$ cat config.mk
export PLATFORM = sky130hd
export DESIGN_NAME = reference_index_gen
export DESIGN_NICKNAME = d
export VERILOG_FILES = /design/src/rtl/reference_index_gen.sv
export SDC_FILE = /design/constraint.sdc
export NUM_CORES = 1
export LEC_CHECK = 0
export CORE_MARGIN = 4
export CORE_UTILIZATION = 57
export CTS_CLUSTER_DIAMETER = 60
export CTS_CLUSTER_SIZE = 24
export DETAILED_ROUTE_END_ITERATION = 10
export DONT_BUFFER_PORTS = 1
export GPL_TIMING_DRIVEN = 0
export PLACE_DENSITY = 0.75
export RECOVER_POWER = 25
export SYNTH_ARGS = -nofsm -noshare
export SYNTH_HDL_FRONTEND = slang
export SYNTH_SLANG_ARGS = --single-unit
$ cat constraint.sdc
create_clock -name clk -period 2.1 [get_ports clk]
set_input_delay 0.63 -clock clk [delete_from_list [all_inputs] [get_ports clk]]
set_output_delay 0.63 -clock clk [all_outputs]
set_load 0.01 [all_outputs]
$ cat src/rtl/reference_index_gen.sv
// Issues indices into a circular I/Q reference buffer using a valid/ready handshake.
// A run is one or more passes of sweep_len indices, each pass starting again at start_index.
module reference_index_gen #(
  parameter int unsigned buffer_length = 10,
  parameter int unsigned index_bits    = 4,
  parameter int unsigned pass_bits     = 8
) (
  input  logic                  clk,
  input  logic                  rst_n,
  input  logic                  start,
  input  logic [index_bits-1:0] start_index,
  input  logic [index_bits:0]   sweep_len,
  input  logic [pass_bits-1:0]  num_passes,
  input  logic                  abort,
  input  logic                  s_axi_data_rready,
  output logic                  m_axi_rvalid,
  output logic [index_bits-1:0] m_axi_index_rdata,
  output logic                  busy,
  output logic                  pass_done,
  output logic                  done,
  output logic                  err
);

  typedef enum logic [1:0] {StIdle, StRun, StFinish} state_e;

  localparam logic [index_bits:0]   BufLen  = (index_bits + 1)'(buffer_length);
  localparam logic [index_bits-1:0] LastIdx = index_bits'(buffer_length - 1);

  state_e                state;
  logic [index_bits-1:0] cfg_start;
  logic [index_bits:0]   cfg_len;
  logic [pass_bits-1:0]  cfg_passes;
  logic [index_bits:0]   xfer_cnt;
  logic [pass_bits-1:0]  pass_cnt;

  logic xfer, last_xfer, last_pass, start_ok;

  assign xfer      = m_axi_rvalid & s_axi_data_rready;
  assign last_xfer = (xfer_cnt == cfg_len - (index_bits + 1)'(1));
  // A zero pass count never matches, so the sweep runs until abort.
  assign last_pass = (cfg_passes != '0) && (pass_cnt == cfg_passes - pass_bits'(1));
  assign start_ok  = ({1'b0, start_index} < BufLen) && (sweep_len <= BufLen);

  always_ff @(posedge clk or negedge rst_n) begin
    if (!rst_n) begin
      state             <= StIdle;
      m_axi_rvalid      <= 1'b0;
      m_axi_index_rdata <= '0;
      busy              <= 1'b0;
      pass_done         <= 1'b0;
      done              <= 1'b0;
      err               <= 1'b0;
      cfg_start         <= '0;
      cfg_len           <= '0;
      cfg_passes        <= '0;
      xfer_cnt          <= '0;
      pass_cnt          <= '0;
    end else begin
      pass_done <= 1'b0;
      done      <= 1'b0;
      err       <= 1'b0;
      unique case (state)
        StIdle: begin
          if (start) begin
            if (start_ok) begin
              state             <= StRun;
              busy              <= 1'b1;
              m_axi_rvalid      <= 1'b1;
              m_axi_index_rdata <= start_index;
              cfg_start         <= start_index;
              cfg_len           <= (sweep_len == '0) ? BufLen : sweep_len;
              cfg_passes        <= num_passes;
              xfer_cnt          <= '0;
              pass_cnt          <= '0;
            end else begin
              err <= 1'b1;
            end
          end
        end
        StRun: begin
          // Abort wins over any pass or final completion in the same cycle.
          if (abort) begin
            state        <= StIdle;
            busy         <= 1'b0;
            m_axi_rvalid <= 1'b0;
          end else if (xfer) begin
            if (last_xfer) begin
              xfer_cnt          <= '0;
              pass_done         <= 1'b1;
              m_axi_index_rdata <= cfg_start;
              if (last_pass) begin
                state        <= StFinish;
                m_axi_rvalid <= 1'b0;
                done         <= 1'b1;
              end else begin
                pass_cnt <= pass_cnt + pass_bits'(1);
              end
            end else begin
              xfer_cnt          <= xfer_cnt + (index_bits + 1)'(1);
              m_axi_index_rdata <= (m_axi_index_rdata == LastIdx) ? '0
                                 : m_axi_index_rdata + index_bits'(1);
            end
          end
        end
        StFinish: begin
          state <= StIdle;
          busy  <= 1'b0;
        end
        default: state <= StIdle;
      endcase
    end
  end

endmodule

==> flow_metrics.py <==
metrics = {
    "synth": {
        "synthCells": 267,
        "avgSynthCellArea_um2": 9.621,
        "synth_flop_cell": "dfrtp_1",
        "synth_seq_cells": 41,
        "synth_warnings": 0,
        "synth.distinct_cells": 54,
        "synth_nets": 297,
        "seq_area_frac_synth_pct": 39.94,
        "yosysTopAreaCellShare_pct": 39.94,
        "async_reset_ff_share_pct": 100.0,
        "synth_top_area_cell": "dfrtp_1",
        "synth.most_common_cell": "dfrtp_1",
        "synthTopCellsByArea": "dfrtp_1 40%, ha_1 3.9%, a21oi_1 3.7%",
        "synth_edf_count": 0,
        "netlist_area_um2": 2569,
        "netlist_top_cells_count": "41 x dfrtp_1, 25 x nand2_1, 21 x nor2_1, 19 x a21oi_1, 14 x o21ai_0",
    },
    "global_route": {
        "gr-total-overflow": 0,
        "grt_max_degree": 42,
        "grt_pass1_wl_mm": 9.556,
        "grt_pass1_vias": 2037,
        "antenna_found_initial": 0,
        "grt_use_total_pct": 22.46,
    },
    "worst_setup_path": {
        "rr_startpoint": "cfg_passes[0]",
        "cp-start-kind": "flip-flop",
        "rr_endpoint": "pass_cnt[0]",
        "max_stage_delay_ps": 420,
        "criticalPathCategory": "flip-flop to flip-flop",
        "cp-end-kind": "flip-flop",
        "regToRegSetupSlack_ps": -180,
        "r2r_cells": 9,
        "crit_path_max_fanout": 6,
        "crit_path_top_delay_cell": "dfrtp_2",
        "path_cells": "inv_2, ha_1, or3b_4, nor3b_2, o22a_1, nor4_4, a21oi_4, mux2_4, a22o_1",
        "cp.required_ps": 2290,
        "arrival_ps": 2470,
    },
    "timing": {
        "whs_ps": 10.65,
        "slew_headroom_pct": 58.32,
        "setup_violations": 11,
        "final.setup_skew_ps": 7.150,
        "layout_setup_ws_ps": -175.8,
        "min_period_over_period_pct": 108.4,
        "hold_viol_final": 0,
        "rsz0062_at_grt": "yes",
        "finalMaxSlewViolations": 0,
        "tightest_slew_ps": 623.2,
        "max_freq_mhz": 439.4,
        "period_minus_slack_ps": 2276,
    },
    "floorplan": {
        "die_y_um": 75.13,
        "ios": 31,
        "rows": 24,
        "die_x_um": 75.13,
        "start_util_pct": 58.99,
        "dieArea_um2": 5645,
        "coreArea_um2": 4354,
    },
    "cells_and_area": {
        "area_growth_syn_to_layout_pct": 18.56,
        "utilization_pct": 69.94,
        "num_antenna_cells": 0,
        "final_area_um2": 3045,
        "drive_above_1_share_pct": 26.04,
        "nets": 317,
    },
    "routing": {
        "first_iter_violations": 82,
        "wl_per_cell_um": 17.38,
        "drc": 0,
        "routed_wl_mm": 5.909,
        "drtAntennaViolNets": 0,
        "drt_pass1_iterations": 4,
        "num_vias": 2111,
        "viasPerCell": 6.209,
    },
    "clock_tree": {
        "numCtsBuffers": 5,
        "clkLatencyLatePin_ps": 300,
        "cts_tree": "done",
        "h-tree-depth": 2,
        "clkTransAtPathRegs_ps": 80,
        "cts_root_buf": "clkbuf_8",
        "clockBufferDepth": 2,
        "cts_sinks": 41,
    },
    "place": {
        "post-dp-hpwl_mm": 3.791,
        "finalWeightedCongestion": 0.8027,
        "io_buffers": 0,
        "placed_cell_area_um2": 2650,
    },
    "flow_run": {
        "max_cap_viol_count": 0,
    },
    "run_status": {
        "violations": "setup timing",
        "status": "complete, but fails checks",
    },
    "power_and_ir_drop": {
        "power_leakage_nw": 1.353,
        "p_total_w": 0.004615,
        "ir_worst_vdd_mv": 0.8521,
        "powerDensity_nw_per_um2": 1516,
    },
    "min_path": {
        "hold_path.class": "primary input to asynchronous set/reset pin",
    },
}
==> worst max path at each step <==
| stage | from | to | depth (start not counted) |
|---|---|---|---|
| after floorplan | cfg_passes[0] | pass_cnt[0] | 9 |
| after global placement | start_index[2] | cfg_passes[7] | 6 |
| after detailed placement | sweep_len[1] | cfg_passes[7] | 6 |
| after CTS | cfg_passes[1] | pass_cnt[2] | 11 |
| after global routing | cfg_passes[1] | pass_cnt[0] | 9 |
| final | cfg_passes[0] | pass_cnt[0] | 9 |
==> flip-flops by register name, summed over array words and instances (netlist names), 2 cells and up <==
| register | count |
|---|---|
| m_axi_index_rdata | 4 |
| cfg_passes | 8 |
| pass_cnt | 8 |
| cfg_len | 5 |
| xfer_cnt | 5 |
| state | 2 |
| cfg_start | 4 |
==> critical path: cells and delay by family (launching register included) <==
| family | cells | cell delay [ps] |
|---|---|---|
| compound gates | 3 | 590 |
| fa+ha+maj | 1 | 130 |
| buf+inv | 1 | 70 |
| flops | 1 | 420 |
| mux | 1 | 320 |
| simple gates | 3 | 630 |
==> cell type report <==
class	count	area (um2)
Sequential cell	41	1028
Multi-Input combinational cell	200	1570
Tap cell	52	65.06
Clock buffer	5	68.82
Clock inverter	3	65.06
Timing Repair Buffer	14	116.4
Inverter	11	41.29
Fill cell	325	1309
Buffer	14	90.09
==> power breakdown <==
part / switching [W] / internal (W) / total [W]
Clock: 0.000289 / 0.000472 / 0.000761
Combinational: 0.00118 / 0.00120 / 0.00239
Sequential: 0.000401 / 0.00107 / 0.00147
==> per-stage QoR <==
step / std cells / setup slack, ps / setup TNS [ps]
after floorplan: 267 / -68.25 / -88.34
final: 340 / -175.8 / -1205
after CTS: 338 / -186.2 / -1475
after detailed placement: 319 / -317.8 / -4833
after global routing: 340 / -292.8 / -3511
after global placement: 319 / -326.5 / -4554
==> per-layer routing <==
metal  vias to the layer above  wire length [um]  global-route usage (%)
li1                        998                 -                       -
met1                      1038              2633                   29.12
met2                        63              2824                   36.65
met3                        12               325                   5.741
met4                         0               125                   7.767
met5                         -                 0                       0
==> timing repair <==
action / 4_1_cts / 5_1_grt
endpoints found under the hold margin: 0 / 13
cloned: 1 / 0
pin swaps: 10 / 9
hold buffers: 0 / 1
setup buffers: 10 / 2
gates resized for setup: 18 / 14
endpoints found under the setup margin: 20 / 20
==> cell usage in the layout, fill, tap and decap left out, drive strengths merged, types with 2 or more instances in the layout <==
master,synthesis,final
buf,11,24
nand3b,2,2
o21ai,16,16
and3,4,4
a31oi,8,8
clkbuf,4,8
a21oi,20,20
mux2,12,12
a21o,3,3
a211oi,3,3
o22ai,2,2
ha,8,8
a41o,3,3
dfrtp,41,41
inv,11,11
nor2b,4,4
nor2,21,21
nor3,4,4
nand3,3,3
nand2,25,25
nand4,6,6
xnor2,9,9
xor2,10,10
bufinv,0,2
nor4,2,2
mux2i,5,5
and4b,3,3
nand2b,4,4
o211ai,3,3
and2,2,2
o21a,2,2
a22o,3,3
==> kinds of logic after synthesis <==
family          synth area share [%]
buf+inv                        5.163
mux                            7.355
xor+xnor                       6.478
simple gates                   18.75
fa+ha+maj                      3.897
flops                          39.94
compound gates                 18.41
No activity file was read; power rests on OpenSTA's default activity.
